### src/rtl/l2_cache_tag_array_clr.sv
// l2_cache_tag_array_clr: single-port L2 tag array with registered request,
// post-reset clear sweep and optional per-group write mask.
// Optional feature macro: L2_TAG_WMASK_EN (adds wmask0 and per-group writes).
module l2_cache_tag_array_clr #(
  parameter int                    DATA_WIDTH  = 24,
  parameter int                    ADDR_WIDTH  = 4,
  parameter int                    RAM_DEPTH   = 1 << ADDR_WIDTH,
  parameter int                    MASK_WIDTH  = 3,
  parameter logic [DATA_WIDTH-1:0] CLEAR_VALUE = '0
) (
  input  logic                  clk0,
  input  logic                  rst_n,
  input  logic                  csb0,
  input  logic                  web0,
`ifdef L2_TAG_WMASK_EN
  input  logic [MASK_WIDTH-1:0] wmask0,
`endif
  input  logic [ADDR_WIDTH-1:0] addr0,
  input  logic [DATA_WIDTH-1:0] din0,
  output logic [DATA_WIDTH-1:0] dout0,
  output logic                  ready0
);

  // Group slicing only makes sense when the word splits evenly.
  if (DATA_WIDTH % MASK_WIDTH != 0) begin : g_bad_mask
    $error("DATA_WIDTH must be divisible by MASK_WIDTH");
  end

  typedef enum logic {CLEAR, READY} state_e;

  localparam logic [ADDR_WIDTH-1:0] LAST = ADDR_WIDTH'(RAM_DEPTH - 1);

  state_e                state_q, state_d;
  logic [ADDR_WIDTH-1:0] ptr_q, ptr_d;
  logic                  web0_reg_q, web0_reg_d;
  logic [ADDR_WIDTH-1:0] addr0_reg_q, addr0_reg_d;
  logic [DATA_WIDTH-1:0] din0_reg_q, din0_reg_d;
`ifdef L2_TAG_WMASK_EN
  logic [MASK_WIDTH-1:0] wmask0_reg_q, wmask0_reg_d;
`endif

  logic [DATA_WIDTH-1:0] mem_q [RAM_DEPTH];
  logic                  mem_we;
  logic [ADDR_WIDTH-1:0] mem_waddr;
  logic [DATA_WIDTH-1:0] mem_wdata;
  logic [DATA_WIDTH-1:0] wr_word;

`ifdef L2_TAG_WMASK_EN
  localparam int GW = DATA_WIDTH / MASK_WIDTH;
  // Merge enabled groups of the captured data over the current entry contents.
  for (genvar g = 0; g < MASK_WIDTH; g++) begin : g_merge
    assign wr_word[g*GW +: GW] = wmask0_reg_q[g] ? din0_reg_q[g*GW +: GW]
                                                 : mem_q[addr0_reg_q][g*GW +: GW];
  end
`else
  assign wr_word = din0_reg_q;
`endif

  // Next-state: clear sweep, request capture and the single memory write port.
  always_comb begin
    state_d     = state_q;
    ptr_d       = ptr_q;
    web0_reg_d  = web0_reg_q;
    addr0_reg_d = addr0_reg_q;
    din0_reg_d  = din0_reg_q;
`ifdef L2_TAG_WMASK_EN
    wmask0_reg_d = wmask0_reg_q;
`endif
    mem_we      = 1'b0;
    mem_waddr   = addr0_reg_q;
    mem_wdata   = wr_word;
    case (state_q)
      CLEAR: begin
        // Requests are ignored while sweeping; web0_reg stays high from reset.
        mem_we    = 1'b1;
        mem_waddr = ptr_q;
        mem_wdata = CLEAR_VALUE;
        ptr_d     = ptr_q + 1'b1;
        if (ptr_q == LAST) state_d = READY;
      end
      READY: begin
        // Commit the write captured on the previous edge.
        mem_we = !web0_reg_q;
        if (!csb0) begin
          web0_reg_d  = web0;
          addr0_reg_d = addr0;
          din0_reg_d  = din0;
`ifdef L2_TAG_WMASK_EN
          wmask0_reg_d = wmask0;
`endif
        end else begin
          // Deselect must never replay the last write.
          web0_reg_d = 1'b1;
        end
      end
      default: state_d = CLEAR;
    endcase
    // Reset edge drops any pending write.
    if (!rst_n) mem_we = 1'b0;
  end

  // Control and request registers with synchronous active-low reset.
  always_ff @(posedge clk0) begin
    if (!rst_n) begin
      state_q     <= CLEAR;
      ptr_q       <= '0;
      web0_reg_q  <= 1'b1;
      addr0_reg_q <= '0;
      din0_reg_q  <= '0;
`ifdef L2_TAG_WMASK_EN
      wmask0_reg_q <= '1;
`endif
    end else begin
      state_q     <= state_d;
      ptr_q       <= ptr_d;
      web0_reg_q  <= web0_reg_d;
      addr0_reg_q <= addr0_reg_d;
      din0_reg_q  <= din0_reg_d;
`ifdef L2_TAG_WMASK_EN
      wmask0_reg_q <= wmask0_reg_d;
`endif
    end
  end

  // Storage array; contents are defined by the clear sweep, not by reset.
  always_ff @(posedge clk0) begin
    if (mem_we) mem_q[mem_waddr] <= mem_wdata;
  end

  assign ready0 = (state_q == READY);
  assign dout0  = ready0 ? mem_q[addr0_reg_q] : '0;

endmodule

### config.mk
export PLATFORM = sky130hd
export DESIGN_NAME = l2_cache_tag_array_clr
export DESIGN_NICKNAME = d
export VERILOG_FILES = /design/src/rtl/l2_cache_tag_array_clr.sv
export SDC_FILE = /design/constraint.sdc
export NUM_CORES = 1
export LEC_CHECK = 0
export BUFFER_PORTS_ARGS = -buffer_cell sky130_fd_sc_hd__buf_2
export CAP_MARGIN = 25
export CORE_MARGIN = 2
export CORE_UTILIZATION = 61
export DETAILED_ROUTE_END_ITERATION = 16
export PLACE_DENSITY = 0.87
export SETUP_SLACK_MARGIN = 0.5
export SLEW_MARGIN = 20
export SYNTH_ARGS = -nofsm -noshare
export SYNTH_HDL_FRONTEND = slang
export SYNTH_SLANG_ARGS = --single-unit
### constraint.sdc
create_clock -name clk0 -period 3.3 [get_ports clk0]
set_input_delay 0.165 -clock clk0 [delete_from_list [all_inputs] [get_ports clk0]]
set_output_delay 0.165 -clock clk0 [all_outputs]
set_load 0.01 [all_outputs]
Yosys cells after proc, flatten, opt, wreduce, memory -nomap -nowiden
Memories as Yosys holds them, arrays and structs flattened. A register that Yosys moved wholly into a read port is not among the register bits.
Index checks and enable logic that the tools add are counted.
{"block": "totals", "ramBits": 384, "in_bits": 32, "elab_cells": 24, "memories": 1, "regBits": 34}
{"memory": "mem_q", "depth": 16, "word_bits": 24, "read_ports": 1, "rd_ports_with_merged_regs": 1, "wr": 1, "line_no": "42", "rtl": "logic [DATA_WIDTH-1:0] mem_q [RAM_DEPTH];"}
{"block": "op_classes", "reduce_logical": 2, "addsub": 1, "n_mux": 12, "eq_ne": 1, "bitwise_logic": 2}
{"operator": "$mux W24", "count": 2}
{"operator": "$mux W4", "count": 3}
{"operator": "$mux W1", "count": 6}
{"operator": "$add A4 B1 Y4 const B", "count": 1}
{"operator": "$eq A4 B4 Y1 const B", "count": 1}
{"operator": "$not A1 Y1", "count": 2}
{"operator": "$pmux W1 S2", "count": 1}
{"operator": "$reduce_and A2 Y1", "count": 1}
{"operator": "$logic_not A1 Y1", "count": 1}

Depth between registers and ports, before layout
{"block": "logic_depth", "depth_word": 5, "depth_mapped": 7, "mapped_depth_nobuf": 4}

Worst setup path before layout
Ideal clock, no wire load.
{"block": "synth_path", "path_type": "reg2reg", "from": "register state_q (netlist: ready0)", "to": "memory mem_q[5][0], enable pin", "n_path_buf": 2, "setup_slack_ns": 0.820, "t_arrival_ns": 2.075, "stages_incl_launch_ff": 6, "synth_period_minus_slack_ns": 2.480, "setup_time_ns": 0.405, "path_cell_list": "dfxtp_1 -> buf_4 -> buf_2 -> o22ai_1 -> nand3_1 -> nor2_1"}
{"block": "synth_between", "elab_chain_len": 5, "elab_cells_between_ends": 6}
{"element": "start, declared", "line_no": "33", "rtl": "state_e state_q, state_d;"}
{"element": "start signal, assigned", "line_no": "114", "rtl": "state_q <= state_d;"}
{"element": "$not A1 Y1"}
{"element": "$pmux W1 S2", "line_no": "72", "rtl": "case (state_q)"}
{"element": "$mux W1", "line_no": "99", "rtl": "if (!rst_n) mem_we = 1'b0;"}
{"element": "$mux W1", "line_no": "127", "rtl": "if (mem_we) mem_q[mem_waddr] <= mem_wdata;"}
{"element": "$mux W1 (implied by the code)", "line_no": "127"}
{"element": "end, declared", "line_no": "42"}
Several ways; a longest one is shown, not always the timed one.

==> reports/results.tsv <==
stage	metric	value	unit
sta	period utilization	81.1	%
floorplan	DIE HEIGHT	169	um
drt	final WL	40600	um
sta	worst-margin pin slew	0.757	ns
clock_network	clock sink count	422	
worst_setup_path	FF-to-FF End	mem_q[4][4]$_DFFE_PP_	
pwr	leakage dissipation	5.56	nW
placement	HPWL after detailed placement	22300	um
drt	per-cell routed wire length	27.4	um
drt	DR pass1 iterations	6	
run	number of max-cap violations	0	
sta	Slew Viols, Final	0	
clock_network	Worst-path clk slew	0.07	ns
yosys	synthesis-stage register bit count	422	
yosys	Post-Synth Adder-Cell Area	0.0750	%
layout	layout cells sized above 1	16.7	%
yosys	Net Count, Synth	1032	
floorplan	Die Width	169	um
pwr	Peak VDD IR	441	uV
clock_network	CTS Buf Count	40	
sta	final setup fails	0	
worst_setup_path	r2r setup slk	1.01	ns
yosys	Synth cell types	34	
yosys	syn avg cell area	16.7	um^2
placement	number of buffer cells added on primary ports	56	
layout	most frequent cells in the layout	edfxtp_1, mux2i_1, nand2_1, a22oi_1, buf_2	
drt	DR vias	9732	
floorplan	# rows	60	
sta	Final min period	2.67	ns
clock_network	Clock Tree Root	clkbuf_16	
placement	gpl congestion	0.821	
layout	commonest non-fill, non-tap cell in the layout	edfxtp_1	
sta	Peak Freq	374	MHz
worst_setup_path	R2R Path Start	ready0$_SDFF_PN0_	
sta	clk_skew	0.0280	ns
yosys	Compound-Gate Fraction of Synth Area	6.81	%
worst_setup_path	Critical Path Start Type	flop	
worst_setup_path	R2R depth	6	
drt	DR DRC count	0	
worst_setup_path	crit path DAT	2.51	ns
worst_setup_path	CP Class	reg2out	
drt	vias per inst	6.56	
worst_setup_path	element type at the critical path end	output port	
floorplan	Starting Density	62.1	%
worst_hold_path	WHS Path Cells	2	
clock_network	H-tree Lvls	2	
sta	max_slew headroom	49.6	%
floorplan	CORE AREA	26900	um^2
clock_network	CTS tree	yes	
yosys	top cell type by total area after synthesis	edfxtp_1	
status	run status	finished clean	
floorplan	Die Area	28700	um^2
pwr	pwr/cell area	558	nW/um^2
sta	RSZ-0062 raised after global routing	no	
yosys	multiplexer share of the synthesized area	11.8	%
worst_setup_path	Req. time, crit path	3.13	ns
grt	Total GRT Usage	28.7	%
yosys	largest cells by area after synthesis	edfxtp_1, mux2i_1, dfxtp_1, a22oi_1, nand2_1	
layout	diode count	0	
yosys	Post-Synth Simple-Gate Area	4.35	%
floorplan	Ports	57	
worst_setup_path	CP Max Fanout	18	
grt	pin count of the biggest net entering global routing	36	
layout	Core Util, Final	70.8	%
grt	antenna violations before repair	0	
yosys	top-area cell type share of the netlist area	69.1	%
sta	Setup TNS Final	0	ns
clock_network	clk buf depth	3	
yosys	largest family of logic cells by synthesized area	multiplexers	
layout	Area Growth Syn to Fin	13.9	%
yosys	Post-Synthesis Cell Area	16700	um^2
drt	DRT antenna net count	0	
yosys	Mapped Cells	999	
yosys	sequential share of the synthesized area	73.6	%
grt	vias in the first global route	10000	
drt	DR iter-0 viols	1190	
grt	Congestion Overflow GR	0	
layout	Layout Nets	1146	
clock_network	Worst-Skew Late Latency	0.54	ns
sta	Final Hold Vio Count	0	
worst_hold_path	Hold Crit Class	in2reg	
worst_setup_path	Critical Path Sink	dout0[19]	
yosys	Post-Synth XOR/XNOR Area	0.105	%
grt	first-pass GRT wire length	60300	um
yosys	Synth warnings	0	
-- cells by family after synthesis --
group | count (synthesis)
muxes | 187
adders and majority gates | 1
DFF | 422
and+or+nand+nor | 164
xor gates and xnor gates | 2
buffers and inverters | 65
AOI/OAI and AO/OA | 158
-- per-layer routing --
metal | up-vias | share of wire, % | global-route usage (%)
li1 | 4089 | - | -
met1 | 4779 | 34 | 34.9
met3 | 177 | 10 | 5.55
met4 | 0 | 5.0 | 13.5
met5 | - | 0 | 0
met2 | 687 | 51 | 49.7
-- registers in the layout, indices dropped and copies added, names as in the netlist, named ones only --
name,count
mem_q,384
din0_reg_q,24
addr0_reg_q,4
ptr_q,4
ready0,1
web0_reg_q,1
-- critical path: stages (launching register included) --
cell and delay, ns:
dfxtp_2 0.52, nor2b_4 0.48, buf_4 0.36, a221oi_1 0.16, o21ai_1 0.17, o21ai_1 0.14, buf_2 0.16
-- where the power goes --
group / switching (W) / internal, W
clock: 0.00191 / 0.00263
sequential: 0.0000234 / 0.00583
combinational: 0.000128 / 0.0000866
-- what timing repair did --
action	in CTS	in global routing
gates resized for setup	3	0
buffers inserted	1	0
setup endpoints to repair	12	0
hold endpoints to repair	31	0
hold buffers	28	0
-- Yosys cell counts --
cell type and number:
dfxtp_1 38, buf_12 8, nor2b_1 6, a22oi_1 82, mux2i_1 180, and2_1 28
edfxtp_1 384, nand3_1 2, or3_1 1, nor3_1 1, ha_1 1, buf_8 4
nand2b_1 2, inv_1 4, a21boi_0 28, o21ai_1 13, mux4_2 6, nor2b_4 1
o21ai_0 2, clkbuf_1 18, a221oi_1 6, nand2_1 103, xnor2_1 2, buf_2 15
nor3b_1 1, o21a_1 2, nor2_1 19, buf_4 3, o22ai_1 19, buf_6 13
mux4_1 1, a31oi_1 4, a221oi_2 1, a32oi_1 1
-- metrics by stage --
stage / std cells / power, W / setup slack (ns) / area, um^2 / hold WS, ns
final: 1483 / 0.0106 / 0.625 / 19000 / 0.0554
after global routing: 1483 / 0.0108 / 0.565 / 19000 / 0.0504
after CTS: 1483 / 0.0106 / 0.663 / 19000 / 0.0298
after detailed placement: 1383 / 0.00614 / 1.03 / 17400 / 0.404
after global placement: 1383 / 0.00613 / 1.09 / 17400 / 0.392
after floorplan: 999 / 0.00605 / 0.820 / 16700 / 0.301
-- cell type report --
| type | count | area, um^2 |
|---|---|---|
| tap | 341 | 427 |
| inverter | 4 | 15.0 |
| clock inverter | 15 | 186 |
| multi-input combinational | 512 | 3920 |
| clock buffer | 56 | 1090 |
| timing repair buffer | 133 | 1080 |
| fill | 1509 | 7860 |
| sequential | 422 | 12300 |
-- how the worst min path moves through the flow --
stage	from	to
6_report	rst_n	din0_reg_q[12]$_SDFFE_PN0P_
2_1_floorplan	web0	web0_reg_q$_SDFFE_PN1P_
5_1_grt	rst_n	din0_reg_q[12]$_SDFFE_PN0P_
3_5_place_dp	web0	web0_reg_q$_SDFFE_PN1P_
3_3_place_gp	web0	web0_reg_q$_SDFFE_PN1P_
4_1_cts	rst_n	din0_reg_q[12]$_SDFFE_PN0P_
No activity file was read; power rests on OpenSTA's default activity.
